[src/rtl/crypto_core.sv]
// Crypto handshake responder: latches data/key/mode, runs ROUNDS rotate-xor rounds, holds fin_crypto until Store_data.
// Optional feature: define CRYPTO_ABORT_EN to let Load_data abort an operation in RUN or DONE.
module crypto_core #(
    parameter int DATA_W = 16,
    parameter int ROUNDS = 4
) (
    input  logic              clk,
    input  logic              rst,
    input  logic              Load_data,
    input  logic              start_crypt,
    input  logic              start_decrypt,
    input  logic              start_execute_crypto,
    input  logic              Store_data,
    input  logic [DATA_W-1:0] data_in,
    input  logic [DATA_W-1:0] key_in,
    output logic [DATA_W-1:0] data_out,
    output logic [DATA_W-1:0] key_out,
    output logic              data_out_valid,
    output logic              fin_crypto,
    output logic              busy,
    output logic [1:0]        dbg_state
);

    localparam int CNT_W = (ROUNDS > 1) ? $clog2(ROUNDS) : 1;

    typedef enum logic [1:0] {
        IDLE   = 2'd0,
        LOADED = 2'd1,
        RUN    = 2'd2,
        DONE   = 2'd3
    } state_t;

    state_t             state, state_next;
    logic [CNT_W-1:0]   cnt;
    logic               mode_dec;
    logic               load_ok, start_ok, store_ok, round_last;
    logic [DATA_W-1:0]  round_key, round_d;
    int                 ridx;

    function automatic logic [DATA_W-1:0] rotl(input logic [DATA_W-1:0] x, input int n);
        logic [2*DATA_W-1:0] t;
        t = {x, x} << n;
        return t[2*DATA_W-1:DATA_W];
    endfunction

    assign round_last = (cnt == CNT_W'(ROUNDS - 1));
    assign dbg_state  = state;

    // Strobes are single-cycle level samples, no ready back-pressure: Load_data is taken in IDLE/LOADED,
    // start_execute_crypto only in LOADED, Store_data only in DONE; anything else is dropped.
    always_comb begin
        state_next = state;
        load_ok    = 1'b0;
        start_ok   = 1'b0;
        store_ok   = 1'b0;
        case (state)
            IDLE: begin
                if (Load_data) begin
                    load_ok    = 1'b1;
                    state_next = LOADED;
                end
            end
            LOADED: begin
                load_ok = Load_data;
                if (start_execute_crypto) begin
                    start_ok   = 1'b1;
                    state_next = RUN;
                end
            end
            RUN: begin
`ifdef CRYPTO_ABORT_EN
                if (Load_data) begin
                    load_ok    = 1'b1;
                    state_next = LOADED;
                end else if (round_last) begin
                    state_next = DONE;
                end
`else
                if (round_last) state_next = DONE;
`endif
            end
            DONE: begin
`ifdef CRYPTO_ABORT_EN
                if (Load_data) begin
                    load_ok    = 1'b1;
                    state_next = LOADED;
                end else if (Store_data) begin
                    store_ok   = 1'b1;
                    state_next = IDLE;
                end
`else
                if (Store_data) begin
                    store_ok   = 1'b1;
                    state_next = IDLE;
                end
`endif
            end
            default: state_next = IDLE;
        endcase
    end

    // Decrypt walks the round keys backwards so it undoes encrypt step by step.
    always_comb begin
        ridx      = mode_dec ? (ROUNDS - 1 - int'(cnt)) : int'(cnt);
        round_key = rotl(key_out, ridx % DATA_W);
        if (mode_dec) round_d = rotl(data_out, DATA_W - 3) ^ round_key;
        else          round_d = rotl(data_out ^ round_key, 3);
    end

    always_ff @(posedge clk) begin
        if (!rst) begin
            state          <= IDLE;
            cnt            <= '0;
            mode_dec       <= 1'b0;
            data_out       <= '0;
            key_out        <= '0;
            data_out_valid <= 1'b0;
            fin_crypto     <= 1'b0;
            busy           <= 1'b0;
        end else begin
            state          <= state_next;
            busy           <= (state_next == RUN);
            fin_crypto     <= (state_next == DONE);
            data_out_valid <= store_ok;
            if (load_ok) begin
                data_out <= data_in;
                key_out  <= key_in;
                if (start_crypt)        mode_dec <= 1'b0;
                else if (start_decrypt) mode_dec <= 1'b1;
            end else if (state == RUN) begin
                data_out <= round_d;
            end
            if (start_ok)           cnt <= '0;
            else if (state == RUN)  cnt <= cnt + 1'b1;
        end
    end

endmodule

[config.mk]
export PLATFORM = sky130hd
export DESIGN_NAME = crypto_core
export DESIGN_NICKNAME = d
export VERILOG_FILES = /design/src/rtl/crypto_core.sv
export SDC_FILE = /design/constraint.sdc
export NUM_CORES = 1
export LEC_CHECK = 0
export BUFFER_PORTS_ARGS = -buffer_cell sky130_fd_sc_hd__buf_2
export CAP_MARGIN = 0
export CORE_ASPECT_RATIO = 0.6
export CORE_MARGIN = 10
export CORE_UTILIZATION = 36
export DETAILED_ROUTE_END_ITERATION = 10
export PLACE_DENSITY_LB_ADDON = 0.3
export SYNTH_ARGS = -nofsm -noshare
export SYNTH_HDL_FRONTEND = slang
export SYNTH_SLANG_ARGS = --single-unit
[constraint.sdc]
create_clock -name clk -period 3.55 [get_ports clk]
set_input_delay 0.355 -clock clk [delete_from_list [all_inputs] [get_ports clk]]
set_output_delay 0.355 -clock clk [all_outputs]
set_load 0.01 [all_outputs]
# After elaboration in Yosys (flattened, before gate mapping)

Index checks and enable logic that the tools add are counted.

Add/sub/neg operators: 2
Equality and inequality tests: 6
Shift operators: 1
Muxes and demuxes: 16
Bitwise gates (word level): 4
Reduce and logical (&&, ||, !) cells: 7

Operator list:

| operator                                                               | count |
|---|---|
| 16-bit two-way mux                                                     | 3 |
| 32-bit two-way mux                                                     | 1 |
| 32-bit by 32-bit << shifter with 32-bit output                         | 1 |
| 16-bit bitwise XOR                                                     | 2 |
| 2-bit equality test (second input constant)                            | 5 |
| 2-bit two-way mux                                                      | 4 |
| 2-bit case mux with 4 select lines                                     | 1 |
| 1-bit two-way mux                                                      | 6 |
| 2-bit AND reduction                                                    | 2 |
| 2-bit nonzero test                                                     | 2 |
| 4-bit OR reduction                                                     | 1 |
| 2-bit by 2-bit subtractor with 3-bit output (first input constant)     | 1 |
| 2-bit by 1-bit adder with 2-bit output (second input constant)         | 1 |
| 2-bit by 1-bit equality test with 1-bit output (second input constant) | 1 |
| 2-bit zero test                                                        | 1 |
| 1-bit case mux with 2 select lines                                     | 1 |
| 2-bit OR reduction                                                     | 1 |
| 1-bit bitwise AND                                                      | 1 |
| 1-bit inverter                                                         | 1 |

Register bits: 40
Input port bits: 39
Output and inout port bits: 37
Logic and storage cells: 44

# Logic depth before layout (Yosys ltp)

Gate-level depths: netlist of the first run.

Word-level depth: 9
Mapped depth: 8
Depth with buffers taken out: 5

# Least setup slack after synthesis of the first run

OpenSTA, ideal clock, no wires.

Kind: register to register
Start point: reg cnt[0]
End point: reg data_out[5]
Data arrival time: 1.710 ns
Data required time: 3.431 ns
Setup slack: 1.720 ns
Stages on the path, launching flop included: 7
Buffers on the path: 1
Cells stage by stage: dfxtp_1 xnor2_2 buf_6 mux4_2 xor2_1 o221ai_2 nand2_1

Cells in the longest elaborated chain, start to end: 9

RTL lines:

| element                                            | line     | text |
|---|---|---|
| start, declared                                    | 34       | `logic [CNT_W-1:0] cnt;` |
| start signal, assigned                             | 134      | `else if (state == RUN) cnt <= cnt + 1'b1;` |
| 2-bit by 2-bit subtractor with 3-bit output        | 104      | `ridx = mode_dec ? (ROUNDS - 1 - int'(cnt)) : int'(cnt);` |
| 32-bit two-way mux (*)                             | 104      |  |
| 4-bit OR reduction (no line)                       | n/a      |  |
| 1-bit bitwise AND (no line)                        | n/a      |  |
| 32-bit by 32-bit << shifter with 32-bit output (*) | 42       | `t = {x, x} << n;` |
| 16-bit bitwise XOR (on tied branches)              | 107, 106 |  |
| 16-bit two-way mux (*)                             | 106      | `if (mode_dec) round_d = rotl(data_out, DATA_W - 3) ^ round_key;` |
| 16-bit two-way mux (*)                             | 130      | `end else if (state == RUN) begin` |
| 16-bit two-way mux (*)                             | 125      | `if (load_ok) begin` |
| end signal, assigned                               | 126      | `data_out <= data_in;` |
| end signal, assigned                               | 131      | `data_out <= round_d;` |
| end, declared                                      | 16       | `output logic [DATA_W-1:0] data_out,` |

Mark *: on every way between the ends. The rest lies on a longest branch, timed or not. The select of a mux whose other input is x is not followed.
A chain may end at the register's enable or synchronous reset.

# Worst setup path in the final report of the first run

Same ends and word-level chain as after synthesis.

==> impl_summary.txt, run 1 <==
----------------------------------------------------
[Layout]
  Diodes inserted ... 0
  P&R area growth vs syn ... 20.5%
  Number of nets in the layout ... around 400
  Layout cell share with drive strength beyond 1 ... 0.282

[CTS]
  Htree depth ... 2
  Number of CTS-inserted buffers ... 5
  Worst-case clock buffer depth ... 2
  Clock input transition at the sequential cells of the worst setup and hold paths ... 60 ps
  CTS tree ... yes
  Number of clock sinks ... 40
  Post-CTS setup buffers ... 0
  Clock latency on the worst-skew pair ... roughly 280 ps
  Cts hold-fix bufs ... 0
  Number of gates resized after cts ... 0
  Master cell of the clock root buffer ... clkbuf_16

[Worst setup path]
  CP max-delay cell ... mux4_1
  Setup slack of the most critical reg-to-reg path ... approximately 1300 ps
  Setup crit start kind ... register
  Category of the most critical setup path ... reg2reg
  Worst reg2reg startpoint ... cnt[0]
  Arrival time at the worst endpoint ... approximately 2500 ps
  R2r worst-path depth ... 6
  Chain of cells forming the critical path ... xnor2_4, buf_4, mux4_1, xor2_1, o221ai_2, nand2_1
  Worst setup path endpoint ... data_out[5]
  Data required time at the worst endpoint ... roughly 3700 ps
  CP Launch Point ... cnt[0]
  Longest individual stage delay on the worst path ... between 600 and 700 ps
  Capture point of the worst reg-to-reg path ... data_out[5]
  Largest fanout on the critical path ... 12
  Endpoint kind of the worst setup timing path ... register

[Route]
  Routed length per instance ... about 18 um
  Detailed Route Iter0 Violations ... 283
  Post-DRT Antenna Nets ... 0
  Drc violations ... 0
  Ratio of routed vias to standard cells ... between 5 and 6
  Total wirelength of the detailed-routed design ... ~8500 um
  Pre-Repair DR Iteration Count ... 4
  Via count of the routed design ... ~2400

[Floorplanning]
  Height of the die ... about 88 um
  Core Area ... roughly 7400 um2
  Initial standard-cell utilization of the core ... 0.379
  Number of top-level pins ... 76
  Die span in x ... approximately 130 um
  Total die area ... 11900 um2
  Standard-cell row count ... 24

[Power]
  Sw power ... about 420 uW
  Leakage ... 0.00170 uW
  Proportion of power drawn by combinational gates ... 0.262
  Clock power share ... 0.327
  Power density normalized to cell area ... around 400 nW/um2
  Internal ... about 900 uW
  Tot Pwr ... roughly 1300 uW
  IR drop worst, VDD ... 0.176 mV
  Net switching fraction of the power ... 0.315
  Sequential power share ... 0.412

[Hold path]
  Class of the tightest hold or removal check ... in2reg

[Yosys]
  Number of synthesized flops with an enable pin ... 0
  Number of distinct library cell variants in the gate-level netlist after synthesis ... 30
  Proportion of synthesized chip area in sequential cells ... 0.285
  Area fraction of the dominant cell type after synthesis ... 0.285
  Register bit count reported by yosys ... 40
  Count leader, synth ... nand2_1
  Top FF cell, synth ... dfxtp_1
  Library cell occupying the most area in the post-synthesis netlist ... dfxtp_1
  Commonest cells post-synth ... nand2_1, dfxtp_1, xor2_1
  Synth Warn # ... 0
  Synthesized net count ... about 340
  Share of async-settable or async-resettable flops after synthesis ... 0
  Number of cells produced by synthesis ... 302
  Post-synthesis instance area ... between 2000 and 3000 um2
  Leading cell types by total area after synthesis ... dfxtp_1, mux4_2, mux2i_1, xor2_1, nand2_1
  Post-synthesis average cell area ... just over 9 um2

[STA]
  Final setup fails ... 0
  Worst-case hold slack ... 310 ps
  Setup repair after global routing missed its margin ... false
  Tcrit/Tclk final ... 0.645
  Final critical-path required period ... approximately 2300 ps
  Fin Setup TNS ... 0 ps
  Pins over their slew limit ... 0
  Measured slew at the worst slew-check pin ... around 730 ps
  Maximum clock rate ... 0.437 GHz
  Final worst setup slack ... 1260 ps
  Worst slew margin relative to its limit ... 0.511
  Endpoints failing hold ... 0
  Final clock skew ... ~1.7 ps

[Global route]
  Number of antenna violations at the first check in global routing ... 1
  Congestion Overflow GR ... 0
  Pin count of the biggest net entering global routing ... 39
  Via count of the first global-routing pass ... 2285
  GRT Overall Usage ... 0.142
  Global-route wire length before repair ... between 10000 and 15000 um

[Place]
  Final weighted congestion in routability-driven placement ... 0.867
  HPWL Detailed ... between 6000 and 7000 um
  Port Buf Inserts ... 75
  Worst setup timing slack at the placement stage ... approximately 1300 ps

[Status]
  Outcome ... finished, final reports clean

[Flow run]
  Max cap viols ... 0

----------------------------------------------------
## cells in the final DEF (no fill, tap or decap), drive strengths merged, types with 14 or more instances in the layout
cell type,n
nand2,54
xor2,32
mux4,19
nor2,19
a21o,14
mux2i,29
buf,81
dfxtp,40
a21boi,17
o21ai,15
o211ai,14
## through the flow
stage | instances | utilization | area [um2]
final | 469 | 0.456 | 3390
after global routing | 469 | 0.456 | 3390
after CTS | 469 | 0.456 | 3390
after detailed placement | 462 | 0.438 | 3250
after global placement | 462 | 0.438 | 3250
after floorplan | 302 | - | 2810
## registers in the layout, indices dropped and copies added, names as in the netlist
signal	cells
busy	1
mode_dec	1
dbg_state	2
fin_crypto	1
cnt	2
key_out	16
data_out	16
data_out_valid	1
## worst min-delay path by stage
stage,start,endpoint,cells past startpoint
final,start_decrypt,mode_dec,3
after global placement,data_out[5],data_out[5],2
after global routing,key_in[11],key_out[11],3
after detailed placement,data_out[11],data_out[11],2
after CTS,start_decrypt,mode_dec,3
after floorplan,start_decrypt,mode_dec,2
## logic make-up after synthesis
| logic type | after synthesis | share of synthesized area |
|---|---|---|
| compound gates | 67 | 0.165 |
| xor+xnor | 34 | 0.109 |
| fa+ha+maj | 1 | 0.00445 |
| buf+inv | 26 | 0.0450 |
| flops | 40 | 0.285 |
| mux | 48 | 0.264 |
| simple gates | 86 | 0.128 |
## worst max-delay path: cells and delay by family (launching register included)
kind | cells | cell delay (ps)
flip-flops | 1 | 380
multiplexers | 1 | 610
AO/OA/AOI/OAI | 1 | 160
buffers and inverters | 1 | 320
AND/OR/NAND/NOR | 1 | 90
XOR/XNOR | 2 | 620
## layer usage
layer  share of wire  routed length, um  GRT usage  vias to the layer above
li1                -                  -          -                     1194
met5               0                  0          0                        -
met2            0.37               3110      0.171                      108
met4         0.00094                  8     0.0177                        0
met3            0.12               1020     0.0600                        2
met1            0.51               4380      0.222                     1140
## area by class of cell
| cell class | instances | area, um2 |
|---|---|---|
| Clock buffer | 6 | 129 |
| Clock inverter | 1 | 5.00 |
| Fill cell | 734 | 4030 |
| Inverter | 1 | 3.75 |
| Multi-Input combinational cell | 236 | 1900 |
| Sequential cell | 40 | 801 |
| Tap cell | 104 | 130 |
| Timing Repair Buffer | 81 | 420 |
## power by group through the flow
| stage | sequential, uW | clock (uW) | combinational, uW |
|---|---|---|---|
| after floorplan | 548 | 0 | 232 |
| after global placement | 552 | 0 | 343 |
| after detailed placement | 553 | 0 | 346 |
| after CTS | 543 | 439 | 348 |
| after global routing | 552 | 456 | 381 |
| final | 545 | 432 | 346 |
Note: power is estimated with default switching activity, not from simulation.
==> run 2: changes to the inputs <==
Clock period 3.55 ns to 2.1 ns, I/O delays scaled along.
==> impl_summary.txt, run 2 (synthesized netlist as in run 1, its figures left out) <==
----------------------------------------------------
[Worst setup path]
  Endpoint kind of the worst setup timing path ... register
  CP Launch Point ... mode_dec
  Setup crit start kind ... register
  Category of the most critical setup path ... reg2reg
  Worst reg2reg startpoint ... mode_dec
  Worst setup path endpoint ... data_out[5]
  Arrival time at the worst endpoint ... 2070 ps (-380 ps)
  Capture point of the worst reg-to-reg path ... data_out[5]
  Data required time at the worst endpoint ... 2270 ps (-1440 ps)
  Setup slack of the most critical reg-to-reg path ... 190 ps (-1070 ps)
  Largest fanout on the critical path ... 12 (unchanged)
  R2r worst-path depth ... 7 (+1)

[Power]
  Power density normalized to cell area ... 704 nW/um2 (+80%)
  Sw power ... 735 uW (+77%)
  Leakage ... 0.00179 uW (+4.9%)
  Sequential power share ... 0.371 (-0.041)
  Internal ... 1760 uW (+94%)
  IR drop worst, VDD ... 0.336 mV (+91%)
  Proportion of power drawn by combinational gates ... 0.250 (-0.012)
  Net switching fraction of the power ... 0.295 (-0.0199)
  Clock power share ... 0.379 (+0.052)

[STA]
  Final worst setup slack ... 195 ps (-1070 ps)
  Tcrit/Tclk final ... 0.907 (+0.263)
  Endpoints failing hold ... 0 (unchanged)
  Final critical-path required period ... 1910 ps (-383 ps)
  Fin Setup TNS ... 0 ps (unchanged)
  Final setup fails ... 0 (unchanged)
  Worst-case hold slack ... 171 ps (-139 ps)
  Measured slew at the worst slew-check pin ... 601 ps (-129 ps)
  Setup repair after global routing missed its margin ... false
  Final clock skew ... 2.41 ps (+0.681 ps)
  Worst slew margin relative to its limit ... 0.598 (+0.0870)
  Pins over their slew limit ... 0 (unchanged)
  Maximum clock rate ... 0.525 GHz (+20%)

[Layout]
  Number of nets in the layout ... 416 (+2.7%)
  Register Area ... 801 um2 (unchanged)
  Top library cells by usage in the layout, fill and taps aside ... buf_2, nand2_1, dfxtp_1
  P&R area growth vs syn ... 26.0%
  Leading cell type in the layout, fill and taps excluded ... buf_2
  Combined area of the multi-input logic cells ... 1900 um2 (unchanged)
  Regs by FF count ... data_out x16, key_out x16
  Diodes inserted ... 0 (unchanged)
  FILL cells ... 724 (-1.4%)
  Layout cell share with drive strength beyond 1 ... 0.308 (+0.0255)

[Route]
  Detailed Route Iter0 Violations ... 245 (-13%)
  Routed length per instance ... 18.3 um (+0.60%)
  Via count of the routed design ... 2525 (+3.3%)
  Post-DRT Antenna Nets ... 0 (unchanged)
  Total wirelength of the detailed-routed design ... 8790 um (+3.2%)
  Pre-Repair DR Iteration Count ... 4 (unchanged)
  Drc violations ... 0 (unchanged)
  Ratio of routed vias to standard cells ... 5.25 (+0.74%)

[Global route]
  Congestion Overflow GR ... 0 (unchanged)
  Grt met3 use ... 0.0537 (-0.00622)
  Global-route wire length before repair ... 14100 um (+4.9%)
  Most congested layer reported by global routing ... met1
  Global routing usage on met2 ... 0.192 (+0.0211)
  Number of antenna violations at the first check in global routing ... 0 (-1)
  GRT Overall Usage ... 0.149 (+0.00740)
  Pin count of the biggest net entering global routing ... 36 (-7.7%)
  Global-route met1 utilization ... 0.224 (+0.00220)
  Via count of the first global-routing pass ... 2509 (+9.8%)

[Place]
  Port Buf Inserts ... 75 (unchanged)
  Worst setup timing slack at the placement stage ... -27.8 ps (-1290 ps)
  HPWL Detailed ... 6610 um (+0.53%)
  Final weighted congestion in routability-driven placement ... 0.855 (-1.4%)

[CTS]
  Htree depth ... 2 (unchanged)
  Number of CTS-inserted buffers ... 5 (unchanged)
  Number of clock sinks ... 40 (unchanged)
  Master cell of the clock root buffer ... clkbuf_16
  CTS tree ... yes
  Cts hold-fix bufs ... 0 (unchanged)
  Clock input transition at the sequential cells of the worst setup and hold paths ... 60 ps (about the same)
  Worst-case clock buffer depth ... 2 (unchanged)
  Clock latency on the worst-skew pair ... 280 ps (about the same)

[Floorplanning]
  Number of top-level pins ... 76 (unchanged)
  Die span in x ... 134 um (unchanged)
  Height of the die ... 88.4 um (unchanged)
  Core Area ... 7420 um2 (unchanged)
  Initial standard-cell utilization of the core ... 0.379 (unchanged)
  Total die area ... 11900 um2 (unchanged)
  Standard-cell row count ... 24 (unchanged)

[Status]
  Outcome ... finished, final reports clean

[Flow run]
  Max cap viols ... 0 (unchanged)

[Hold path]
  Class of the tightest hold or removal check ... in2reg

----------------------------------------------------
-- run 2: changes by cell type in the layout (fill, tap and decap cells not counted) --
cell       before  now
buf_12          0    2
clkinv_2        1    0
clkbuf_8        0    2
bufinv_16       0    1
clkbuf_1        1    0
buf_4           6   15
-- run 2: worst min-delay path by stage --
stage | startpoint | depth (start not counted) | slack (ps) | to
global placement | start_decrypt | 3 | 450 | mode_dec
floorplan | start_decrypt | 2 | 350 | mode_dec
finish | key_in[14] | 3 | 170 | key_out[14]
global route | key_in[4] | 3 | 170 | key_out[4]
CTS | start_decrypt | 3 | 170 | mode_dec
detailed placement | start_decrypt | 3 | 460 | mode_dec
-- run 2: power by group through the flow --
stage                     registers [uW]  clock network, uW  logic (uW)
after floorplan                      927                  0         393
after global placement               936                  0         597
after detailed placement             939                  0         605
after CTS                            922                955         627
after global routing                 935                998         682
final                                925                945         623
-- run 2: through the flow --
step,utilization,area (um2),power [uW],instances
after global placement,0.448,3320,1530,470
after global routing,0.478,3540,2620,481
after detailed placement,0.448,3320,1540,470
after floorplan,-,2810,1320,302
after CTS,0.478,3540,2500,481
final,0.478,3540,2490,481
-- run 2: area by class of cell --
cell class | instances | share of cell area
timing repair buffer | 92 | 0.149
tap | 104 | 0.0367
clock buffer | 7 | 0.0431
multi-input combinational | 236 | 0.535
inverter | 1 | 0.00106
sequential | 40 | 0.226
clock inverter | 1 | 0.00848
-- run 2: per-layer routing --
metal	wire, um	up-vias
li1	-	1219
met2	3260	110
met3	966	9
met4	63	0
met5	0	-
met1	4500	1187
-- run 2: critical path: stages (launching register included) --
cell	delay (ps)
dfxtp_1	430
xnor2_4	160
buf_12	170
buf_4	140
mux4_2	500
xor2_1	160
o221ai_2	150
nand2_1	80
-- run 2: timing repair --
action / in CTS / in global routing
setup buffers: 3 / 0
endpoints found under the setup margin: 3 / 0
resized for setup: 0 / 0
